File: config.mk
export PLATFORM = sky130hd
export DESIGN_NAME = fp_to_dec_seq_flat
export DESIGN_NICKNAME = d
export VERILOG_FILES = /design/src/rtl/fp_to_dec_seq_if.sv /design/src/rtl/fp_to_dec_seq.sv /design/src/flat_wrapper.sv
export SDC_FILE = /design/constraint.sdc
export NUM_CORES = 1
export LEC_CHECK = 0
export CAP_MARGIN = 20
export CORE_ASPECT_RATIO = 1.5
export CORE_UTILIZATION = 45
export CTS_BUF_LIST = sky130_fd_sc_hd__clkbuf_8
export DETAILED_ROUTE_END_ITERATION = 6
export PLACE_DENSITY = 0.74
export SLEW_MARGIN = 25
export SYNTH_ARGS = -nofsm -noshare
export SYNTH_HDL_FRONTEND = slang
export SYNTH_SLANG_ARGS = --single-unit
File: constraint.sdc
create_clock -name CLK3 -period 3.4 [get_ports CLK3]
set_input_delay 0.85 -clock CLK3 [delete_from_list [all_inputs] [get_ports CLK3]]
set_output_delay 0.85 -clock CLK3 [all_outputs]
set_load 0.05 [all_outputs]
File: src/rtl/fp_to_dec_seq_if.sv
// -----------------------------------------------------------------------------
// fp_to_dec_seq_if
// Request/result bundle for fp_to_dec_seq.
//   start    : request conversion of fp_in (taken only while ready=1)
//   fp_in    : IEEE-754 single-precision operand
//   ready    : converter idle
//   valid    : one-cycle pulse, result fields updated
//   sign     : result sign
//   int_dig  : BCD integer digit
//   frac_dig : NDIG BCD fraction digits, first digit in the MSBs
//   dexp     : signed decimal exponent
//   zero     : operand was +/-0 or denormal
//   special  : operand was Inf/NaN
// master drives start/fp_in; slave (the converter) drives the rest.
// -----------------------------------------------------------------------------
interface fp_to_dec_seq_if #(
    parameter int NDIG = 5
);
    logic                start;
    logic [31:0]         fp_in;
    logic                ready;
    logic                valid;
    logic                sign;
    logic [3:0]          int_dig;
    logic [4*NDIG-1:0]   frac_dig;
    logic [8:0]          dexp;
    logic                zero;
    logic                special;

    modport master (
        output start, fp_in,
        input  ready, valid, sign, int_dig, frac_dig, dexp, zero, special
    );

    modport slave (
        input  start, fp_in,
        output ready, valid, sign, int_dig, frac_dig, dexp, zero, special
    );
endinterface

File: src/rtl/fp_to_dec_seq.sv
// -----------------------------------------------------------------------------
// fp_to_dec_seq
// Sequential IEEE-754 single -> decimal scientific converter
// (sign, int digit, NDIG fraction digits, decimal exponent) built around a
// single shift/add mantissa datapath and a W-cycle restoring divide-by-10.
// Ports:
//   CLK3 : clock, rising edge
//   RST  : asynchronous active-low reset
//   bus  : fp_to_dec_seq_if.slave (start/fp_in in, results out)
// Optional build macro: FP_TO_DEC_ROUND_EN
//   defined   -> extra guard digit and a ROUND state (round half up)
//   undefined -> truncated result
//
// state  | meaning
// IDLE   | ready, waiting for start
// LOAD   | classify operand, unpack mantissa/exponent
// BIN    | remove binary exponent by shifts and x10 steps
// DIV    | restoring M = floor(M/10), D++, back to caller
// NORM   | bring M into [1,10), extract integer digit
// DIGIT  | x10 per cycle, peel fraction digits
// ROUND  | add guard-digit carry (ROUND_EN builds only)
// DONE   | publish results, valid next cycle
// -----------------------------------------------------------------------------
module fp_to_dec_seq #(
    parameter int NDIG = 5,
    parameter int W    = 40,
    parameter int FB   = 32
) (
    input  logic           CLK3,
    input  logic           RST,
    fp_to_dec_seq_if.slave bus
);
    localparam int FW  = 4*NDIG;
    localparam int BCW = $clog2(W+1);
    localparam logic [W-1:0] ONE   = W'(1) << FB;
    localparam logic [W-1:0] EIGHT = W'(8) << FB;
    localparam logic [W-1:0] TEN   = W'(10) << FB;
    localparam logic [W-1:0] TOP   = W'(1) << (W-1);
    localparam logic [W-1:0] FMASK = ONE - W'(1);
`ifdef FP_TO_DEC_ROUND_EN
    localparam logic [3:0] DIG_LAST = 4'(NDIG);
`else
    localparam logic [3:0] DIG_LAST = 4'(NDIG-1);
`endif

    typedef enum logic [2:0] {
        S_IDLE, S_LOAD, S_BIN, S_DIV, S_NORM, S_DIGIT, S_ROUND, S_DONE
    } state_t;

    state_t            state_q, state_d, ret_q, ret_d;
    logic [31:0]       fp_q, fp_d;
    logic [W-1:0]      m_q, m_d, m10;
    logic signed [8:0] e_q, e_d, d_q, d_d;
    logic [3:0]        rem_q, rem_d;
    logic [4:0]        r2;
    logic              q_bit;
    logic [BCW-1:0]    bit_q, bit_d;
    logic [3:0]        dig_q, dig_d, int_q, int_d;
    logic [FW-1:0]     frac_q, frac_d;
    logic              zero_q, zero_d, special_q, special_d;
    logic              o_valid_q, o_valid_d, o_sign_q, o_sign_d;
    logic              o_zero_q, o_zero_d, o_special_q, o_special_d;
    logic [3:0]        o_int_q, o_int_d;
    logic [FW-1:0]     o_frac_q, o_frac_d;
    logic [8:0]        o_dexp_q, o_dexp_d;
`ifdef FP_TO_DEC_ROUND_EN
    logic [3:0]        guard_q, guard_d, rd;
    logic              cy;
`endif

    // state register
    always_ff @(posedge CLK3 or negedge RST) begin
        if (!RST) state_q <= S_IDLE;
        else      state_q <= state_d;
    end

    // next-state logic
    always_comb begin
        state_d = state_q;
        case (state_q)
            S_IDLE:  if (bus.start) state_d = S_LOAD;
            S_LOAD:  state_d = (fp_q[30:23] == 8'h00 || fp_q[30:23] == 8'hFF) ? S_DONE : S_BIN;
            S_BIN: begin
                if (e_q == 9'sd0)                 state_d = S_NORM;
                else if (e_q > 0 && m_q >= TOP)   state_d = S_DIV;
            end
            S_DIV:   if (bit_q == '0) state_d = ret_q;
            S_NORM: begin
                if (m_q >= TEN)       state_d = S_DIV;
                else if (m_q >= ONE)  state_d = S_DIGIT;
            end
`ifdef FP_TO_DEC_ROUND_EN
            S_DIGIT: if (dig_q == '0) state_d = S_ROUND;
            S_ROUND: state_d = S_DONE;
`else
            S_DIGIT: if (dig_q == '0) state_d = S_DONE;
`endif
            S_DONE:  state_d = S_IDLE;
            default: state_d = S_IDLE;
        endcase
    end

    // datapath next values
    always_comb begin
        fp_d = fp_q;  m_d = m_q;  e_d = e_q;  d_d = d_q;  ret_d = ret_q;
        rem_d = rem_q;  bit_d = bit_q;  dig_d = dig_q;
        int_d = int_q;  frac_d = frac_q;  zero_d = zero_q;  special_d = special_q;
        o_valid_d = 1'b0;  o_sign_d = o_sign_q;  o_int_d = o_int_q;
        o_frac_d = o_frac_q;  o_dexp_d = o_dexp_q;
        o_zero_d = o_zero_q;  o_special_d = o_special_q;
        m10   = (m_q << 3) + (m_q << 1);
        r2    = {rem_q, m_q[W-1]};
        q_bit = (r2 >= 5'd10);
`ifdef FP_TO_DEC_ROUND_EN
        guard_d = guard_q;  rd = 4'd0;  cy = 1'b0;
`endif
        case (state_q)
            S_IDLE: if (bus.start) begin
                fp_d = bus.fp_in;  m_d = '0;  e_d = '0;  d_d = '0;
                int_d = '0;  frac_d = '0;  zero_d = 1'b0;  special_d = 1'b0;
            end
            S_LOAD: begin
                if (fp_q[30:23] == 8'h00)      zero_d    = 1'b1;
                else if (fp_q[30:23] == 8'hFF) special_d = 1'b1;
                else begin
                    m_d = W'({1'b1, fp_q[22:0]}) << (FB-23);
                    e_d = $signed({1'b0, fp_q[30:23]}) - 9'sd127;
                    d_d = '0;
                end
            end
            S_BIN: if (e_q > 0) begin
                if (m_q < TOP) begin
                    m_d = m_q << 1;  e_d = e_q - 9'sd1;
                end else begin
                    rem_d = '0;  bit_d = BCW'(W-1);  ret_d = S_BIN;
                end
            end else if (e_q < 0) begin
                // below 8 a x10 step cannot overflow; otherwise halve (lossy)
                if (m_q < EIGHT) begin
                    m_d = m10;  d_d = d_q - 9'sd1;
                end else begin
                    m_d = m_q >> 1;  e_d = e_q + 9'sd1;
                end
            end
            S_DIV: begin
                // quotient bits shift into M as the dividend shifts out
                rem_d = q_bit ? 4'(r2 - 5'd10) : r2[3:0];
                m_d   = {m_q[W-2:0], q_bit};
                bit_d = bit_q - BCW'(1);
                if (bit_q == '0) d_d = d_q + 9'sd1;
            end
            S_NORM: begin
                if (m_q >= TEN) begin
                    rem_d = '0;  bit_d = BCW'(W-1);  ret_d = S_NORM;
                end else if (m_q < ONE) begin
                    m_d = m10;  d_d = d_q - 9'sd1;
                end else begin
                    int_d = m_q[FB+3:FB];  m_d = m_q & FMASK;  dig_d = DIG_LAST;
                end
            end
            S_DIGIT: begin
                m_d   = m10 & FMASK;
                dig_d = dig_q - 4'd1;
`ifdef FP_TO_DEC_ROUND_EN
                if (dig_q == '0) guard_d = m10[FB+3:FB];
                else             frac_d  = FW'({frac_q, m10[FB+3:FB]});
`else
                frac_d = FW'({frac_q, m10[FB+3:FB]});
`endif
            end
`ifdef FP_TO_DEC_ROUND_EN
            S_ROUND: begin
                cy = (guard_q >= 4'd5);
                for (int i = 0; i < NDIG; i++) begin
                    rd = frac_q[4*i +: 4] + {3'b000, cy};
                    cy = (rd == 4'd10);
                    frac_d[4*i +: 4] = cy ? 4'd0 : rd;
                end
                // 9.99..9 rolling over renormalises to 1.00..0 x10
                if (cy) begin
                    if (int_q == 4'd9) begin
                        int_d = 4'd1;  d_d = d_q + 9'sd1;
                    end else begin
                        int_d = int_q + 4'd1;
                    end
                end
            end
`endif
            S_DONE: begin
                o_valid_d = 1'b1;  o_sign_d = fp_q[31];  o_int_d = int_q;
                o_frac_d = frac_q;  o_dexp_d = d_q;
                o_zero_d = zero_q;  o_special_d = special_q;
            end
            default: ;
        endcase
    end

    always_ff @(posedge CLK3 or negedge RST) begin
        if (!RST) begin
            fp_q <= '0;  m_q <= '0;  e_q <= '0;  d_q <= '0;  ret_q <= S_IDLE;
            rem_q <= '0;  bit_q <= '0;  dig_q <= '0;  int_q <= '0;  frac_q <= '0;
            zero_q <= 1'b0;  special_q <= 1'b0;
            o_valid_q <= 1'b0;  o_sign_q <= 1'b0;  o_int_q <= '0;  o_frac_q <= '0;
            o_dexp_q <= '0;  o_zero_q <= 1'b0;  o_special_q <= 1'b0;
`ifdef FP_TO_DEC_ROUND_EN
            guard_q <= '0;
`endif
        end else begin
            fp_q <= fp_d;  m_q <= m_d;  e_q <= e_d;  d_q <= d_d;  ret_q <= ret_d;
            rem_q <= rem_d;  bit_q <= bit_d;  dig_q <= dig_d;  int_q <= int_d;  frac_q <= frac_d;
            zero_q <= zero_d;  special_q <= special_d;
            o_valid_q <= o_valid_d;  o_sign_q <= o_sign_d;  o_int_q <= o_int_d;  o_frac_q <= o_frac_d;
            o_dexp_q <= o_dexp_d;  o_zero_q <= o_zero_d;  o_special_q <= o_special_d;
`ifdef FP_TO_DEC_ROUND_EN
            guard_q <= guard_d;
`endif
        end
    end

    // outputs
    always_comb begin
        bus.ready    = (state_q == S_IDLE);
        bus.valid    = o_valid_q;
        bus.sign     = o_sign_q;
        bus.int_dig  = o_int_q;
        bus.frac_dig = o_frac_q;
        bus.dexp     = o_dexp_q;
        bus.zero     = o_zero_q;
        bus.special  = o_special_q;
    end
endmodule

File: src/flat_wrapper.sv
// flat-port wrapper written by rule: the top's interface ports become plain ports
module fp_to_dec_seq_flat 
#(
    parameter int NDIG = 5,
    parameter int W    = 40,
    parameter int FB   = 32
)
  (CLK3, RST, bus_start, bus_fp_in, bus_ready, bus_valid, bus_sign, bus_int_dig, bus_frac_dig, bus_dexp, bus_zero, bus_special);
  fp_to_dec_seq_if #(.NDIG(NDIG)) bus_i ();
  input  logic CLK3;
  input  logic RST;
  input wire logic [$bits(bus_i.start)-1:0] bus_start;
  input wire logic [$bits(bus_i.fp_in)-1:0] bus_fp_in;
  output wire logic [$bits(bus_i.ready)-1:0] bus_ready;
  output wire logic [$bits(bus_i.valid)-1:0] bus_valid;
  output wire logic [$bits(bus_i.sign)-1:0] bus_sign;
  output wire logic [$bits(bus_i.int_dig)-1:0] bus_int_dig;
  output wire logic [$bits(bus_i.frac_dig)-1:0] bus_frac_dig;
  output wire logic [$bits(bus_i.dexp)-1:0] bus_dexp;
  output wire logic [$bits(bus_i.zero)-1:0] bus_zero;
  output wire logic [$bits(bus_i.special)-1:0] bus_special;
  assign bus_i.start = bus_start;
  assign bus_i.fp_in = bus_fp_in;
  assign bus_ready = bus_i.ready;
  assign bus_valid = bus_i.valid;
  assign bus_sign = bus_i.sign;
  assign bus_int_dig = bus_i.int_dig;
  assign bus_frac_dig = bus_i.frac_dig;
  assign bus_dexp = bus_i.dexp;
  assign bus_zero = bus_i.zero;
  assign bus_special = bus_i.special;
  fp_to_dec_seq #(.NDIG(NDIG), .W(W), .FB(FB)) u_core (.CLK3(CLK3), .RST(RST), .bus(bus_i));
endmodule
==> results.ini <==
[sta]
drv_slew=0
fmax_ghz=0.306
finalHoldViolCount=0
worst_slew_pin_slew_ps=781
fin_skew_ps=16.8
min_period_ps=3270
relSlewSlack_pct=47.9
post-route-period-util_pct=96.0
tns_ps=0
setup_viol=0
rsz0062_at_grt=false

[routing]
wl_um=24600
drt_first_pass_iters=7
drc=11
vias=8668
wl_per_cell_um=16.5
first_iter_violations=650
via_per_inst=5.80
detail-route-antenna-nets=0

[critical_path]
crit_fanout=11
worst_ep_required_time_ps=2550
critPathKind=flop to output pin
reg2reg_to=u_core.m_q[33]
reg2reg_from=u_core.m_q[17]
startpoint_type=flop
end_kind=output pin
r2r_setup_slack_ps=400
r2r_cells=10
arrival_ps=2420

[placement]
gp_congestion=0.958
port_buffers=72
hpwl_um=17700
place_area_um2=11400
dp.cells=1464

[die]
die_width_um=126
start_util_pct=46.1
die-area_um2=23600
boundaryPins=73
core_um2=22400
fp.dieH_um=187
rows=67

[yosys]
synth_top_family_by_area=compound AO/OA/AOI/OAI gates
synthCells=1144
yosysUniqueCellTypes=71
ys_warn_count=0
postSynth.asyncResetShare_pct=100
yosysTopAreaCell=dfrtp_1
synth-seq-area-share_pct=41.7
synthMuxAreaShare_pct=3.67
syn-cell-area_um2=10300
yosys.area_share.simple_pct=17.8
synth_edf_count=0
syn_area_per_cell_um2=9.02
synth_ff_type=dfrtp_1
yosysTopAreaCellShare_pct=41.7
synth.area.top_cells=dfrtp_1 42%, nand2_1 8.2%, ha_1 6.8%, o21ai_0 4.2%, a21oi_1 3.4%
synth-adder-area-share_pct=7.37
synth-compound-area-share_pct=21.7
ys_seq_elements=172
synthesis.nets=1238
synth_xor_area_share_pct=4.33

[cells_and_area]
nets=1301
fin_cells=1495
num_antenna_cells=0
areaGrowthSynthToFinish_pct=14.0
fin_area_um2=11800
fillCellCount=2060
final_cell_mix=224 x nand2_1, 172 x dfrtp_1, 87 x o21ai_0, 71 x a21oi_1, 71 x clkdlybuf4s50_1
drive_gt1_share_pct=8.94
mostFrequentLayoutCell=nand2_1

[cts]
cts_tree=yes
cts-root-buf=clkbuf_8
cts_hold_buf=0
numCtsBuffers=17
htree_levels=4
post_cts_buffers=0
cts-resized-gates=0
clock_insertion_delay_worst_skew_ps=480
clock_path_buffers=2
clk_pin_slew_ps=100
clock_sinks=172

[global_route]
grt_pass1_wl_um=41600
grt_usage_pct=21.9
antenna_found_initial=0
grt_pass1_vias=8782
grt_max_degree=65
grt-ovfl-total=0

[outcome]
violations=design-rule violations
status=finished, violations left

[power]
fin_total_pwr_mw=11.0
p_leak_nw=5.66
powerDensity_nw_per_um2=935
max-vdd-ir-drop_mv=0.330

[job]
cap_violations=0

[hold_path]
hp-class=input port to asynchronous set/reset pin

## worst max-delay path, cell delays in order, from the launching register on
cell and delay, ps:
dfrtp_1 520, nor3_1 510, clkdlybuf4s50_1 910
## cells in the mapped netlist, types with 5 or more instances
| master | instances |
|---|---|
| dfrtp_1 | 172 |
| nand2b_1 | 7 |
| nor3_1 | 10 |
| nand2_1 | 225 |
| clkbuf_1 | 48 |
| a222oi_1 | 31 |
| ha_1 | 56 |
| o21ai_0 | 87 |
| o21a_1 | 10 |
| xor2_1 | 21 |
| buf_2 | 5 |
| a21oi_1 | 71 |
| a21boi_0 | 17 |
| xnor2_1 | 30 |
| nor2b_1 | 6 |
| mux2_2 | 31 |
| or3_1 | 7 |
| a22oi_1 | 13 |
| nor2_1 | 54 |
| inv_1 | 34 |
| and3_1 | 9 |
| a21o_1 | 38 |
| and2_1 | 6 |
| o21bai_1 | 5 |
| nor4_1 | 7 |
| nand4_1 | 10 |
| nand3_1 | 46 |
| a31oi_1 | 7 |
| o22ai_1 | 9 |
| a211oi_1 | 7 |
## through the flow
| step | utilization (%) | setup slack [ps] | hold WS (ps) |
|---|---|---|---|
| floorplan | - | 469 | 442 |
| global placement | 51.0 | 514 | 455 |
| detailed placement | 51.0 | 454 | 461 |
| CTS | 52.6 | 88.4 | 357 |
| global route | 52.6 | 53.6 | 381 |
| finish | 52.6 | 134 | 341 |
## cell type report
class	instances	area, um^2	share of cell area (%)
Inverter	34	128	1.08
Clock buffer	17	234	1.99
Tap cell	276	345	2.93
Timing Repair Buffer	100	970	8.24
Multi-Input combinational cell	882	5670	48.2
Clock inverter	14	113	0.957
Sequential cell	172	4300	36.6
## state kept, by name, summed over array words and instances (netlist names), 6 cells and up
signal / count
u_core.m_q: 40
u_core.bus.dexp: 9
u_core.bit_q: 6
u_core.e_q: 9
u_core.fp_q: 32
u_core.d_q: 9
u_core.frac_q: 20
u_core.bus.frac_dig: 20
## metal layers
metal,track usage (%),up-vias,part of all wire (%)
li1,-,4262,-
met1,24.8,4167,42
met2,40.2,188,53
met3,3.06,51,2.7
met4,10.6,0,3.1
met5,0,-,0
## cells by family (layout without fill, tap and decap cells)
group                    count (synthesis)  after routing
multiplexers                            34             34
buffers and inverters                   90            165
XOR/XNOR                                51             51
flip-flops                             172            172
adder cells (fa/ha/maj)                 59             59
AND/OR/NAND/NOR                        406            406
AO/OA/AOI/OAI                          332            332
## where the power goes
group          switching [mW]  internal [mW]  leakage, nW  total (mW)
Clock                   0.813          0.513        0.166        1.33
Sequential              0.782           2.84         2.27        3.62
Combinational            3.69           2.37         3.22        6.06
## worst max path at each step
stage	start	endpoint	slack, ps
floorplan	u_core.state_q[1]	u_core.d_q[8]	470
global placement	u_core.m_q[17]	u_core.m_q[33]	510
detailed placement	u_core.state_q[1]	u_core.d_q[8]	450
CTS	u_core.state_q[0]	bus_ready	90
global route	u_core.state_q[0]	bus_ready	50
finish	u_core.state_q[0]	bus_ready	130
Power figures use the tool's default switching activity.
